==> src/rtl/uart_rx_param.sv <==
// Parametrised UART receiver: majority-filtered input, optional parity, 1 or 2 stop bits,
// valid/ready output with overrun tracking.
module uart_rx_param #(
  parameter int unsigned CLK_FRE   = 50000000,
  parameter int unsigned UART_BPS  = 9600,
  parameter int unsigned DATA_BITS = 8,
  parameter int unsigned PARITY    = 0,
  parameter int unsigned STOP_BITS = 1
) (
  input  logic                 sys_clk,
  input  logic                 sys_rst,
  input  logic                 uart_r,
  input  logic                 rx_ready,
  output logic [DATA_BITS-1:0] rx_data,
  output logic                 rx_valid,
  output logic                 rx_parity_err,
  output logic                 rx_frame_err,
  output logic                 rx_overrun,
  output logic                 rx_busy
);

  localparam int unsigned BpsCnt = CLK_FRE / UART_BPS;
  localparam int unsigned Half   = BpsCnt / 2;
  localparam int unsigned CntW   = $clog2(BpsCnt);
  localparam int unsigned IdxW   = $clog2(DATA_BITS);
  localparam logic [CntW-1:0] CntLast = CntW'(BpsCnt - 1);
  localparam logic [CntW-1:0] CntHalf = CntW'(Half - 1);
  localparam logic [IdxW-1:0] IdxLast = IdxW'(DATA_BITS - 1);
  localparam bit HasParity = (PARITY != 0);
  localparam bit OddParity = (PARITY == 1);
  localparam bit TwoStop   = (STOP_BITS == 2);

  typedef enum logic [2:0] {StIdle, StStart, StData, StParity, StStop} state_e;

  state_e               state_q;
  logic [1:0]           sync_q;
  logic [2:0]           filt_q;
  logic                 rxf_prev_q;
  logic [CntW-1:0]      cnt_q;
  logic [IdxW-1:0]      bit_idx_q;
  logic                 stop_idx_q;
  logic [DATA_BITS-1:0] shift_q;
  logic                 perr_q;
  logic                 ferr_q;

  logic rxf;
  logic bit_tick;
  logic frame_done;

  assign rxf        = (filt_q[0] & filt_q[1]) | (filt_q[1] & filt_q[2]) | (filt_q[0] & filt_q[2]);
  assign bit_tick   = (cnt_q == CntLast);
  assign frame_done = (state_q == StStop) && bit_tick && (stop_idx_q || !TwoStop);
  assign rx_busy    = (state_q != StIdle);

  // Reset to idle-high so releasing reset never looks like a start edge.
  always_ff @(posedge sys_clk or negedge sys_rst) begin
    if (!sys_rst) begin
      sync_q     <= 2'b11;
      filt_q     <= 3'b111;
      rxf_prev_q <= 1'b1;
    end else begin
      sync_q     <= {sync_q[0], uart_r};
      filt_q     <= {filt_q[1:0], sync_q[1]};
      rxf_prev_q <= rxf;
    end
  end

  always_ff @(posedge sys_clk or negedge sys_rst) begin
    if (!sys_rst) begin
      state_q       <= StIdle;
      cnt_q         <= '0;
      bit_idx_q     <= '0;
      stop_idx_q    <= 1'b0;
      shift_q       <= '0;
      perr_q        <= 1'b0;
      ferr_q        <= 1'b0;
      rx_data       <= '0;
      rx_valid      <= 1'b0;
      rx_parity_err <= 1'b0;
      rx_frame_err  <= 1'b0;
      rx_overrun    <= 1'b0;
    end else begin
      cnt_q <= cnt_q + 1'b1;
      unique case (state_q)
        StIdle: begin
          cnt_q <= '0;
          if (rxf_prev_q && !rxf) state_q <= StStart;
        end
        StStart: begin
          if (cnt_q == CntHalf) begin
            cnt_q <= '0;
            if (rxf) begin
              state_q <= StIdle;
            end else begin
              state_q   <= StData;
              bit_idx_q <= '0;
              perr_q    <= 1'b0;
              ferr_q    <= 1'b0;
            end
          end
        end
        StData: begin
          if (bit_tick) begin
            cnt_q     <= '0;
            shift_q   <= {rxf, shift_q[DATA_BITS-1:1]};
            bit_idx_q <= bit_idx_q + 1'b1;
            if (bit_idx_q == IdxLast) begin
              state_q    <= HasParity ? StParity : StStop;
              stop_idx_q <= 1'b0;
            end
          end
        end
        StParity: begin
          if (bit_tick) begin
            cnt_q      <= '0;
            perr_q     <= ((^shift_q) ^ rxf) != OddParity;
            state_q    <= StStop;
            stop_idx_q <= 1'b0;
          end
        end
        StStop: begin
          if (bit_tick) begin
            cnt_q      <= '0;
            ferr_q     <= ferr_q | ~rxf;
            stop_idx_q <= 1'b1;
            // Straight back to idle mid-stop-bit so a back-to-back start edge is caught.
            if (stop_idx_q || !TwoStop) state_q <= StIdle;
          end
        end
        default: state_q <= StIdle;
      endcase

      if (frame_done) begin
        if (!rx_valid || rx_ready) begin
          rx_data       <= shift_q;
          rx_parity_err <= perr_q;
          rx_frame_err  <= ferr_q | ~rxf;
          rx_valid      <= 1'b1;
          rx_overrun    <= 1'b0;
        end else begin
          rx_overrun <= 1'b1;
        end
      end else if (rx_valid && rx_ready) begin
        rx_valid      <= 1'b0;
        rx_parity_err <= 1'b0;
        rx_frame_err  <= 1'b0;
        rx_overrun    <= 1'b0;
      end
    end
  end

endmodule
==> config.mk <==
export PLATFORM = sky130hd
export DESIGN_NAME = uart_rx_param
export DESIGN_NICKNAME = d
export VERILOG_FILES = /design/src/rtl/uart_rx_param.sv
export SDC_FILE = /design/constraint.sdc
export NUM_CORES = 1
export LEC_CHECK = 0
export ABC_AREA = 1
export BUFFER_PORTS_ARGS = -buffer_cell sky130_fd_sc_hd__buf_4
export CAP_MARGIN = 20
export CORE_MARGIN = 2
export CORE_UTILIZATION = 29
export DETAILED_ROUTE_END_ITERATION = 6
export GPL_ROUTABILITY_DRIVEN = 0
export GPL_TIMING_DRIVEN = 1
export PLACE_DENSITY = 0.5
export SYNTH_ARGS = -nofsm -noshare
export SYNTH_HDL_FRONTEND = slang
export SYNTH_SLANG_ARGS = --single-unit
==> constraint.sdc <==
create_clock -name sys_clk -period 1.9 [get_ports sys_clk]
set_input_delay 0.095 -clock sys_clk [delete_from_list [all_inputs] [get_ports sys_clk]]
set_output_delay 0.095 -clock sys_clk [all_outputs]
set_load 0.02 [all_outputs]
==> results of run 1 <==
==> worst max-delay path, delay by kind of cell (launching register included) <==
family / cells / cell delay (ns)
adder cells (fa/ha/maj): 1 / 0.24
AND/OR/NAND/NOR: 7 / 0.71
flip-flops: 1 / 0.39
buffers and inverters: 1 / 0.16
==> Yosys cell counts (2+ instances only) <==
library cell and count:
o21ai_2 8, nand2_1 91, inv_2 8, xnor2_1 2, xor2_1 3, nand2_2 8
nor2_4 5, a21oi_1 2, ha_1 3, nor2_2 11, dfstp_2 6, nand4_1 2
nor3_1 7, nand3_1 18, dfrtp_1 41, nor3_2 2, nor2_1 23, nand3b_1 2
o21ai_0 16, inv_1 34
==> flip-flops by register name, summed over array words and instances (netlist names) <==
name,cells
rxf_prev_q,1
filt_q,3
rx_frame_err,1
state_q,3
perr_q,1
cnt_q,13
rx_valid,1
rx_overrun,1
ferr_q,1
shift_q,8
bit_idx_q,3
rx_data,8
rx_parity_err,1
sync_q,2
==> final timing paths <==
check | startpoint | endpoint | cells past startpoint
max | cnt_q[0]$_DFF_PN0_ | cnt_q[2]$_DFF_PN0_ | 9
min | rx_ready | rx_overrun$_DFFE_PN0P_ | 4
max reg2reg | cnt_q[0]$_DFF_PN0_ | cnt_q[2]$_DFF_PN0_ | 9
min reg2reg | sync_q[0]$_DFF_PN1_ | sync_q[1]$_DFF_PN1_ | 0
max in group asynchronous | sys_rst | cnt_q[4]$_DFF_PN0_ | 2
min in group asynchronous | sys_rst | shift_q[2]$_DFFE_PN0P_ | 2
==> layout make-up <==
type / count / area (um^2) / share of cell area
clock inverters: 2 / 16.27 / 0.005780
flip-flops and latches: 47 / 1184 / 0.4206
inverters: 42 / 157.7 / 0.05602
multi-input cells: 208 / 1067 / 0.3793
repair buffers: 21 / 175.2 / 0.06225
well taps: 105 / 131.4 / 0.04669
clock buffers: 6 / 82.58 / 0.02935
==> routing by layer <==
| metal | global-route usage | routed length (um) | vias to the layer above |
|---|---|---|---|
| li1 | - | - | 982 |
| met1 | 0.1542 | 2282 | 840 |
| met2 | 0.1830 | 2044 | 19 |
| met3 | 0.02819 | 124 | 8 |
| met4 | 0.03452 | 76 | 0 |
| met5 | 0 | 0 | - |
==> power groups by stage <==
stage                     Combinational [W]  Clock [W]  Sequential (W)
after global placement             0.000879          0         0.00119
after floorplan                    0.000666          0         0.00117
after detailed placement           0.000879          0         0.00119
final                              0.000875   0.000647         0.00117
after CTS                          0.000885   0.000683         0.00117
after global routing                0.00101   0.000713         0.00118
==> kinds of logic after synthesis <==
| family | count (synthesis) |
|---|---|
| compound gates | 27 |
| simple gates | 173 |
| buf+inv | 46 |
| flops | 47 |
| fa+ha+maj | 3 |
| xor+xnor | 5 |
==> metrics by stage <==
stage	total power, W	cells	hold slack [ns]
after floorplan	0.001838	301	-0.2006
after global placement	0.002067	421	0.1708
after detailed placement	0.002068	421	0.1728
after CTS	0.002737	431	0.07579
after global routing	0.002907	431	0.09738
final	0.002689	431	0.08416
==> cells in the final DEF, fill, tap and decap left out, types with 2 or more instances in the layout <==
cell type	Yosys	routed
nor2_4	5	5
nand3_1	18	18
o21ai_2	8	8
dfrtp_1	41	41
nand2_2	8	9
inv_2	8	8
nand3b_1	2	2
buf_4	0	18
dlygate4sd3_1	0	2
xor2_1	3	3
inv_1	34	34
ha_1	3	3
nor2_2	11	11
nor3_2	2	2
nor3_1	7	7
dfstp_2	6	6
o21ai_0	16	16
a21oi_1	2	2
nor2_1	23	23
nand4_1	2	2
clkbuf_8	0	6
xnor2_1	2	2
nand2_1	91	90
==> timing repair <==
item,CTS,global route
hold buffers,2,0
endpoints found under the setup margin,0,1
resized for setup,0,1
endpoints found under the hold margin,42,0
==> qor.log, run 1 <==
qor: synthesis.number_of_synthesized_flops_with_an_enable_pin 0
qor: synthesis.synth.area.mux_share 0
qor: synthesis.synthSimpleGateAreaFrac 0.3347
qor: synthesis.synth_async_sr_flop_share 1.000
qor: worst_setup_path.cp_most_frequent_cell nand2_2
qor: worst_setup_path.timing.setup.critical_path_class reg -> reg
qor: floorplan.fp.dieW 95.75 um
qor: drt.post_drt_via_cell_ratio 4.290
qor: sta.setup_viol_count_final 0
qor: drt.drc_errors 0
qor: cells_and_area.n_fill_cell 882
qor: global_route.grt_use_total 0.1147
qor: synthesis.post_synth_num_cell_types 29
qor: power.power.share.sequential 0.434
qor: worst_setup_path.critical_path.slowest_cell dfrtp_1
qor: synthesis.ys_seq_elements 47
qor: drt.average_wire_per_standard_cell 10.51 um
qor: drt.detailedRoute.firstPassIterationCount 4
qor: clocking.tritoncts.num_buffers 5
qor: global_route.initial_antenna_violation_count 0
qor: synthesis.synth_top_family_by_area simple AND/OR/NAND/NOR gates
qor: synthesis.synth_compound_gate_area_share 0.06817
qor: synthesis.adder_cell_area_share_of_the_yosys_netlist 0.01538
qor: sta.max_clock_freq 621.2 MHz
qor: synthesis.synthCells 301
qor: sta.worst-slew-pin-transition 0.6403 ns
qor: synthesis.mapped_avg_cell_area 8.110 um^2
qor: worst_setup_path.timing.critical_path.fanout_max 13
qor: synthesis.leading_post_synthesis_cells_by_cell_area dfrtp_1 (42%), nand2_1 (14%), dfstp_2 (6.5%), inv_1 (5.2%), nand3_1 (3.7%)
qor: synthesis.synth-seq-area-share 0.4849
qor: worst_setup_path.worst_path_largest_cell_delay 0.39 ns
qor: drt.routed-via-count 1849
qor: placement.dp_hpwl 3.313 mm
qor: global_route.grt_max_degree 48
qor: global_route.grt_pass1_vias 1785
qor: power.largest_vdd_supply_drop 0.3398 mV
qor: floorplan.fp.dieH 95.75 um
qor: floorplan.initial_utilization 0.2986
qor: cells_and_area.finish.utilization 0.3442
qor: synthesis.synth_largest_area_cell dfrtp_1
qor: sta.fin_crit_sh 0.8473
qor: sta.timing.final.hold_violations 0
qor: synthesis.yosys_warn_count 0
qor: power.switching_share 0.3653
qor: global_route.grt_overflow 0
qor: power.internal-power 0.001707 W
qor: sta.skew 0.01334 ns
qor: floorplan.pin_count 17
qor: clocking.insertion_delay 0.30 ns
qor: placement.post_dp_cell_area 0.002693 mm^2
qor: hold_path.holdCritPathClass in -> reg
qor: status.run_status finished, final reports clean
qor: cells_and_area.areaGrowthSynthToFinish 15.27%
qor: clocking.clkSinkCount 47
qor: cells_and_area.design_area 0.002814 mm^2
qor: cells_and_area.n_antenna_cell 0
qor: drt.detail-route-antenna-nets 0
qor: power.power_frac_clock 0.241
qor: synthesis.yosys.area_share.xor_xnor 0.01794
qor: worst_setup_path.type_of_origin_of_the_critical_path flip-flop
qor: cells_and_area.layout-drive-gt1-share 0.2423
qor: placement.buffer_ports.inserted 16
qor: sta.drv_slew 0
qor: synthesis.syn_area 0.002441 mm^2
qor: drt.drt_wl_total 4.528 mm
qor: sta.max_slew_margin 0.5731
qor: floorplan.fp.dieArea 0.009167 mm^2
qor: worst_setup_path.crit_chain ha_1, nand2_2, nor2_4, nand3_4, nand2_2, nand2_2, nor2_4, buf_12, nor3_1
qor: sta.finalCriticalPeriod 1.610 ns
qor: sta.rsz0062_at_grt false
qor: clocking.tritoncts built
qor: job.maxCapViolCount 0
qor: clocking.cts-root-buf clkbuf_8
qor: clocking.cts_setup_buffers 0
qor: clocking.cts.path.max_buffers 2
qor: global_route.first_pass_grt_wire_length 8.169 mm
qor: synthesis.syn_nets 308
qor: placement.place_worst_setup_slack 0.2378 ns
qor: worst_setup_path.cp_data_required_time 2.09 ns
qor: sta.final_setup_margin 0.2902 ns
qor: sta.setup_tns 0 ns
qor: floorplan.core_region_area 0.008175 mm^2
qor: power.p_comb_frac 0.325
qor: floorplan.floorplan.rows 33
qor: synthesis.synth.top_cell.area_share 0.4203
qor: cells_and_area.nNetsFinal 332
qor: clocking.clock_tree.htree_level_count 2
qor: power.leakage 1.359 nW
qor: synthesis.yosys_most_used_dff dfrtp_1
qor: worst_setup_path.rrSetupSlack 0.29 ns
qor: worst_setup_path.end_kind flip-flop
qor: power.p_switching 0.0009823 W
qor: worst_setup_path.worst-endpoint-arrival 1.80 ns
qor: power.powerDensity 955.7 mW/mm^2
qor: drt.drt_iter0_drc 46
qor: clocking.path_clk_slew 0.09 ns
Power figures use the tool's default switching activity.
==> run 2: changes to the inputs <==
Settings changed: PLACE_DENSITY 0.5 to 0.52.
Clock period 1.9 ns to 1.4 ns, I/O delays scaled along.
==> run 2 against run 1 <==
  * The run now ends with negative setup slack left
  * First-iteration DRC count grew 76%
  * Critical endpoint unchanged
  * Die area is the same
  * Register-to-register slack lost 0.41 ns
  * Combinational power grew 140%
  * Design area grew 26%
  * Flip-flop and latch count is the same
  * Global-route usage grew 0.78 points
  * Worst setup slack lost 0.41 ns
  * Wire length grew 21%
  * Total power grew 76%
==> qor.log, run 2 (synthesized netlist as in run 1, its figures left out) <==
qor: status.run_status complete, but fails checks
qor: status.violations negative setup slack
qor: sta.finalCriticalPeriod 1.516 ns [-0.09414 ns]
qor: cells_and_area.layout-drive-gt1-share 0.4839 [+0.2415]
qor: clocking.cts-root-buf clkbuf_8
qor: clocking.clock_tree.htree_level_count 2 [unchanged]
qor: worst_setup_path.critical_path.startpoint cnt_q[1]$_DFF_PN0_
qor: drt.drt_wl_total 5.463 mm [+21%]
qor: floorplan.core_region_area 0.008175 mm^2 [unchanged]
qor: power.power.share.sequential 0.338 [-0.096]
qor: worst_setup_path.cp_data_required_time 1.58 ns [-0.51 ns]
qor: cells_and_area.finish.utilization 0.4330 [+0.08877]
qor: power.powerDensity 1339 mW/mm^2 [+40%]
qor: sta.rsz0062_at_grt true
qor: cells_and_area.commonest_non_fill_non_tap_cells_in_the_layout nand2_1 (66), buf_4 (48), dfrtp_1 (39)
qor: worst_setup_path.worst-endpoint-arrival 1.70 ns [-0.10 ns]
qor: worst_setup_path.timing.setup.critical_path_class reg -> reg
qor: job.maxCapViolCount 0 [unchanged]
qor: cells_and_area.areaGrowthSynthToFinish 45.00%
qor: power.power_frac_clock 0.225 [-0.016]
qor: global_route.first_pass_grt_wire_length 8.714 mm [+6.7%]
qor: sta.max_clock_freq 659.8 MHz [+6.2%]
qor: hold_path.hp-start rx_ready
qor: cells_and_area.top_register cnt_q
qor: clocking.tritoncts.num_buffers 5 [unchanged]
qor: worst_setup_path.end_kind flip-flop
qor: sta.final.hold.worst_slack 0.05598 ns [-0.02817 ns]
qor: floorplan.fp.dieH 95.75 um [unchanged]
qor: drt.post_drt_via_cell_ratio 4.323 [+0.77%]
qor: power.leakage 1.717 nW [+26%]
qor: floorplan.fp.dieArea 0.009167 mm^2 [unchanged]
qor: floorplan.fp.dieW 95.75 um [unchanged]
qor: global_route.grt_overflow 0 [unchanged]
qor: power.p_comb_frac 0.436 [+0.111]
qor: power.internal-power 0.003076 W [+80%]
qor: worst_setup_path.crit_chain ha_4, nand2_2, nor2_2, nand3_2, nand2_4, nand2_2, nor2_4, buf_12, nor3_1
qor: hold_path.holdCritPathClass in -> reg
qor: floorplan.floorplan.rows 33 [unchanged]
qor: worst_setup_path.timing.critical_path.fanout_max 13 [unchanged]
qor: cells_and_area.reg_top3 cnt_q (13), rx_data (8), shift_q (8)
qor: worst_setup_path.regToRegStartpoint cnt_q[1]$_DFF_PN0_
qor: drt.drc_errors 0 [unchanged]
qor: clocking.tritoncts built
qor: worst_setup_path.cp_most_frequent_cell nand2_2
qor: drt.detailedRoute.firstPassIterationCount 4 [unchanged]
qor: drt.detail-route-antenna-nets 0 [unchanged]
qor: cells_and_area.nNetsFinal 378 [+14%]
qor: global_route.grt_use_total 0.1224 [+0.007757]
qor: sta.worst-slew-pin-transition 0.6295 ns [-0.01083 ns]
qor: clocking.cts.path.max_buffers 2 [unchanged]
qor: cells_and_area.largest_register_ffs 13 [unchanged]
qor: global_route.initial_antenna_violation_count 0 [unchanged]
qor: global_route.grt_pass1_vias 1942 [+8.8%]
qor: power.switching_share 0.3509 [-0.01436]
qor: sta.fin_crit_sh 1.083 [+0.2354]
qor: sta.setup_viol_count_final 38 [+38]
qor: clocking.clkSinkCount 47 [unchanged]
qor: clocking.path_clk_slew 0.09 ns [about the same]
qor: power.largest_vdd_supply_drop 0.6579 mV [+94%]
qor: global_route.grt_max_degree 48 [unchanged]
qor: clocking.insertion_delay 0.30 ns [about the same]
qor: floorplan.initial_utilization 0.2986 [unchanged]
qor: worst_setup_path.timing.critical_path.buf_inv 1 [unchanged]
qor: worst_setup_path.worst_path_largest_cell_delay 0.39 ns [about the same]
qor: sta.skew 0.01337 ns [+0.00003440 ns]
qor: cells_and_area.most_common_cell_after_layout_fill_and_taps_aside nand2_1
qor: worst_setup_path.path_delay_family simple AND/OR/NAND/NOR gates
qor: sta.timing.final.hold_violations 0 [unchanged]
qor: cells_and_area.n_antenna_cell 0 [unchanged]
qor: placement.dp_hpwl 3.485 mm [+5.2%]
qor: worst_setup_path.critical_path.slowest_cell dfrtp_1
qor: placement.buffer_ports.inserted 16 [unchanged]
qor: sta.drv_slew 0 [unchanged]
qor: sta.final_setup_margin -0.1157 ns [-0.4059 ns]
qor: drt.drt_iter0_drc 81 [+76%]
qor: sta.max_slew_margin 0.5803 [+0.007220]
qor: drt.routed-via-count 2062 [+12%]
qor: worst_setup_path.type_of_origin_of_the_critical_path flip-flop
qor: placement.place_worst_setup_slack -0.1542 ns [-0.3920 ns]
qor: floorplan.pin_count 17 [unchanged]
qor: power.p_switching 0.001663 W [+69%]
qor: drt.average_wire_per_standard_cell 11.45 um [+9.0%]
==> run 2: layer usage <==
metal,global-route usage,wire [um],part of all wire
met5,0,0,0
met4,0.05238,102,0.019
met3,0.02428,96,0.018
met2,0.1958,2498,0.46
met1,0.1615,2766,0.51
==> run 2: final cells by class <==
type	count	area, um^2
clock buffer	6	82.58
clock inverter	2	38.79
fill	808	4636
inverter	42	157.7
multi-input combinational	209	1338
sequential	47	1186
tap	105	131.4
timing repair buffer	66	605.6
==> run 2: path summary, 6_finish.rpt <==
kind                                           to  slack, ns  depth (start not counted)
max                            cnt_q[2]$_DFF_PN0_      -0.12                          9
min                        rx_overrun$_DFFE_PN0P_       0.06                          4
max reg2reg                    cnt_q[2]$_DFF_PN0_      -0.12                          9
min reg2reg                   filt_q[2]$_DFF_PN1_       0.36                          0
max in group asynchronous      cnt_q[2]$_DFF_PN0_       0.62                          2
min in group asynchronous      cnt_q[9]$_DFF_PN0_       0.32                          2
==> run 2: power by group through the flow <==
stage / Sequential, W / Combinational (W) / Clock [W]
floorplan: 0.00159 / 0.000916 / 0
global placement: 0.00160 / 0.00154 / 0
detailed placement: 0.00160 / 0.00152 / 0
CTS: 0.00161 / 0.00180 / 0.00113
global route: 0.00162 / 0.00226 / 0.00117
finish: 0.00160 / 0.00207 / 0.00107
==> run 2: timing repair <==
item                       CTS  global route
setup buffers                4            10
pin swaps                   10             8
setup endpoints to repair   33            41
hold endpoints to repair    42             0
hold buffers                 2             0
resized for setup           31            64
cloned                       0             4
==> run 2: stage by stage <==
stage          TNS, ns  total power, W  std cells  cell area (um^2)
6_report        -2.564        0.004739        477              3540
5_1_grt         -5.636        0.005051        477              3540
4_1_cts         -2.423        0.004534        463              3201
3_5_place_dp    -3.330        0.003124        449              2920
3_3_place_gp    -2.932        0.003134        449              2920
2_1_floorplan  -0.8407        0.002507        301              2446
==> run 2: tightest hold or removal path, delay by kind of cell <==
family	cells	cell delay, ns
and+or+nand+nor	3	0.18
buffers and inverters	1	0.08
==> run 3: changes to the inputs <==
Settings changed: HOLD_SLACK_MARGIN from default to 0.1, PLACE_DENSITY 0.52 to default, PLACE_DENSITY_LB_ADDON from default to 0.2.
==> run 3 against run 2 <==
  * The flow still finishes with violations (negative setup slack)
  * Flip-flop and latch count unchanged
  * Maximum frequency decreased by 3.2%
  * Utilization decreased by 1.1 points
  * Total power decreased by 2.7%
  * Clock-buffer cell count decreased by 1
  * Largest cell class unchanged
==> qor.log, run 3 (synthesized netlist as in run 1, its figures left out) <==
qor: floorplan.fp.dieArea 0.009167 mm^2 [unchanged]
qor: drt.drt_wl_total 5.436 mm [-0.49%]
qor: worst_setup_path.end_kind flip-flop
qor: sta.final_setup_margin -0.1660 ns [-0.05030 ns]
qor: sta.skew 0.01100 ns [-0.002370 ns]
qor: floorplan.fp.dieW 95.75 um [unchanged]
qor: clocking.tritoncts built
qor: sta.max_clock_freq 638.6 MHz [-3.2%]
qor: drt.post_drt_via_cell_ratio 4.330 [+0.16%]
qor: worst_setup_path.type_of_origin_of_the_critical_path flip-flop
qor: floorplan.pin_count 17 [unchanged]
qor: sta.finalCriticalPeriod 1.566 ns [+0.05030 ns]
qor: clocking.tritoncts.num_buffers 5 [unchanged]
qor: sta.rsz0062_at_grt true
qor: global_route.grt_use_total 0.1229 [+0.0004168]
qor: clocking.clkSinkCount 47 [unchanged]
qor: power.powerDensity 1336 mW/mm^2 [-0.18%]
qor: global_route.grt_pass1_vias 1939 [-0.15%]
qor: cells_and_area.finish.utilization 0.4219 [-0.01102]
qor: drt.routed-via-count 2074 [+0.58%]
qor: clocking.path_clk_slew 0.10 ns [about the same]
qor: cells_and_area.final_cells 479 [+0.42%]
qor: worst_setup_path.rrSetupSlack -0.17 ns [-0.05 ns]
qor: cells_and_area.reg_top3 cnt_q (13), rx_data (8), shift_q (8)
qor: sta.drv_slew 0 [unchanged]
qor: cells_and_area.multi_input_area 0.001247 mm^2 [-6.7%]
qor: cells_and_area.most_common_cell_after_layout_fill_and_taps_aside nand2_1
qor: sta.timing.final.hold_violations 0 [unchanged]
qor: floorplan.initial_utilization 0.2986 [unchanged]
qor: global_route.initial_antenna_violation_count 0 [unchanged]
qor: cells_and_area.n_fill_cell 813 [+0.62%]
qor: sta.fin_crit_sh 1.119 [+0.03593]
qor: cells_and_area.largest_register_ffs 13 [unchanged]
qor: job.maxCapViolCount 0 [unchanged]
qor: cells_and_area.n_antenna_cell 0 [unchanged]
qor: power.p_switching 0.001606 W [-3.4%]
qor: clocking.clock_tree.htree_level_count 2 [unchanged]
qor: worst_setup_path.timing.setup.critical_path_class reg -> reg
qor: power.internal-power 0.003004 W [-2.3%]
qor: worst_setup_path.timing.critical_path.fanout_max 13 [unchanged]
qor: clocking.cts.path.max_buffers 2 [unchanged]
qor: drt.drc_errors 0 [unchanged]
qor: global_route.grt_overflow 0 [unchanged]
qor: cells_and_area.layout-drive-gt1-share 0.4305 [-0.05339]
qor: status.run_status complete, but fails checks
qor: clocking.cts-root-buf clkbuf_8
qor: placement.dp_hpwl 3.470 mm [-0.45%]
qor: worst_setup_path.capture_instance_of_the_worst_register_to_register_path cnt_q[2]$_DFF_PN0_
qor: placement.buffer_ports.inserted 16 [unchanged]
qor: drt.detailedRoute.firstPassIterationCount 4 [unchanged]
qor: sta.setup_viol_count_final 40 [+5.3%]
qor: global_route.first_pass_grt_wire_length 8.963 mm [+2.9%]
qor: power.largest_vdd_supply_drop 0.4556 mV [-31%]
qor: sta.worst-slew-pin-transition 0.6319 ns [+0.002417 ns]
qor: power.switching_share 0.3483 [-0.002559]
qor: worst_setup_path.reg2regPathDepth 9 [unchanged]
qor: cells_and_area.commonest_non_fill_non_tap_cells_in_the_layout nand2_1 (75), buf_4 (55), dfrtp_1 (40)
qor: sta.final.hold.worst_slack 0.3165 ns [+0.2605 ns]
qor: global_route.grt_max_degree 48 [unchanged]
qor: worst_setup_path.cp_data_required_time 1.60 ns [+0.02 ns]
qor: floorplan.core_region_area 0.008175 mm^2 [unchanged]
qor: power.power.share.sequential 0.350 [+0.012]
qor: power.p_total 0.004610 W [-2.7%]
qor: cells_and_area.areaGrowthSynthToFinish 41.31%
qor: floorplan.fp.dieH 95.75 um [unchanged]
qor: drt.drt_iter0_drc 72 [-11%]
qor: cells_and_area.top_register cnt_q
qor: cells_and_area.ff_latch_area 0.001185 mm^2 [-0.11%]
qor: placement.placed_cells_incl_taps 454 [+1.1%]
qor: status.violations negative setup slack
qor: cells_and_area.nNetsFinal 380 [+0.53%]
qor: power.p_comb_frac 0.422 [-0.014]
qor: drt.detail-route-antenna-nets 0 [unchanged]
qor: power.leakage 1.679 nW [-2.2%]
qor: power.power_frac_clock 0.228 [+0.003]
qor: clocking.insertion_delay 0.31 ns [about the same]
qor: worst_setup_path.worst-endpoint-arrival 1.76 ns [+0.06 ns]
qor: hold_path.holdCritPathClass in -> async
qor: drt.average_wire_per_standard_cell 11.35 um [-0.91%]
qor: floorplan.floorplan.rows 33 [unchanged]
qor: sta.max_slew_margin 0.5787 [-0.001612]
qor: worst_setup_path.regToRegStartpoint cnt_q[1]$_DFF_PN0_
==> run 3: power groups by stage <==
stage | combinational, W | sequential, W | clock [W]
global route | 0.00216 | 0.00163 | 0.00114
floorplan | 0.000916 | 0.00159 | 0
CTS | 0.00184 | 0.00159 | 0.00111
finish | 0.00194 | 0.00161 | 0.00105
detailed placement | 0.00157 | 0.00160 | 0
global placement | 0.00158 | 0.00160 | 0
==> run 3: layer usage <==
metal / up-vias / part of all wire / GRT usage
met5: - / 0 / 0
met2: 12 / 0.46 / 0.1941
met1: 976 / 0.51 / 0.1731
li1: 1081 / - / -
met4: 0 / 0.012 / 0.03571
met3: 5 / 0.018 / 0.02114
==> run 3: stage by stage <==
| step | cell area, um^2 | setup slack [ns] | TNS [ns] |
|---|---|---|---|
| floorplan | 2446 | -0.06862 | -0.8407 |
| finish | 3450 | -0.1660 | -4.118 |
| CTS | 3213 | -0.1773 | -4.015 |
| detailed placement | 2958 | -0.1742 | -3.739 |
| global route | 3450 | -0.2611 | -7.786 |
| global placement | 2958 | -0.1501 | -3.126 |
==> run 3: how the worst max path moves through the flow <==
stage / startpoint / slack, ns / depth (start not counted) / end
after floorplan: cnt_q[0]$_DFF_PN0_ / -0.07 / 9 / cnt_q[9]$_DFF_PN0_
after global placement: cnt_q[1]$_DFF_PN0_ / -0.15 / 9 / cnt_q[6]$_DFF_PN0_
after detailed placement: cnt_q[1]$_DFF_PN0_ / -0.17 / 10 / bit_idx_q[2]$_DFFE_PN0P_
after CTS: cnt_q[1]$_DFF_PN0_ / -0.18 / 9 / cnt_q[2]$_DFF_PN0_
after global routing: cnt_q[1]$_DFF_PN0_ / -0.26 / 11 / perr_q$_DFFE_PN0P_
final: cnt_q[1]$_DFF_PN0_ / -0.17 / 9 / cnt_q[2]$_DFF_PN0_
==> run 3: layout make-up <==
class,instances,area share
Multi-Input combinational cell,208,0.3616
Sequential cell,47,0.3435
Timing Repair Buffer,69,0.1774
Inverter,42,0.04570
Tap cell,105,0.03808
Clock buffer,5,0.01995
Clock inverter,3,0.01378
==> run 3: what timing repair did <==
action                                  in CTS  in global routing
buffers inserted                             6                  5
endpoints found under the setup margin      34                 41
hold endpoints to repair                    45                  0
cloned                                       0                  3
pin swaps                                    6                  8
hold buffers                                 3                  0
gates resized for setup                     22                 41
==> run 3: critical path, stage by stage (launching register included) <==
cell and delay (ns):
dfrtp_1 0.40, ha_4 0.18, nand2_4 0.06, nor2_4 0.15, nand3_4 0.15, nand2_4 0.10
nand2_2 0.07, nor2_4 0.13, buf_12 0.16, nor3_1 0.05
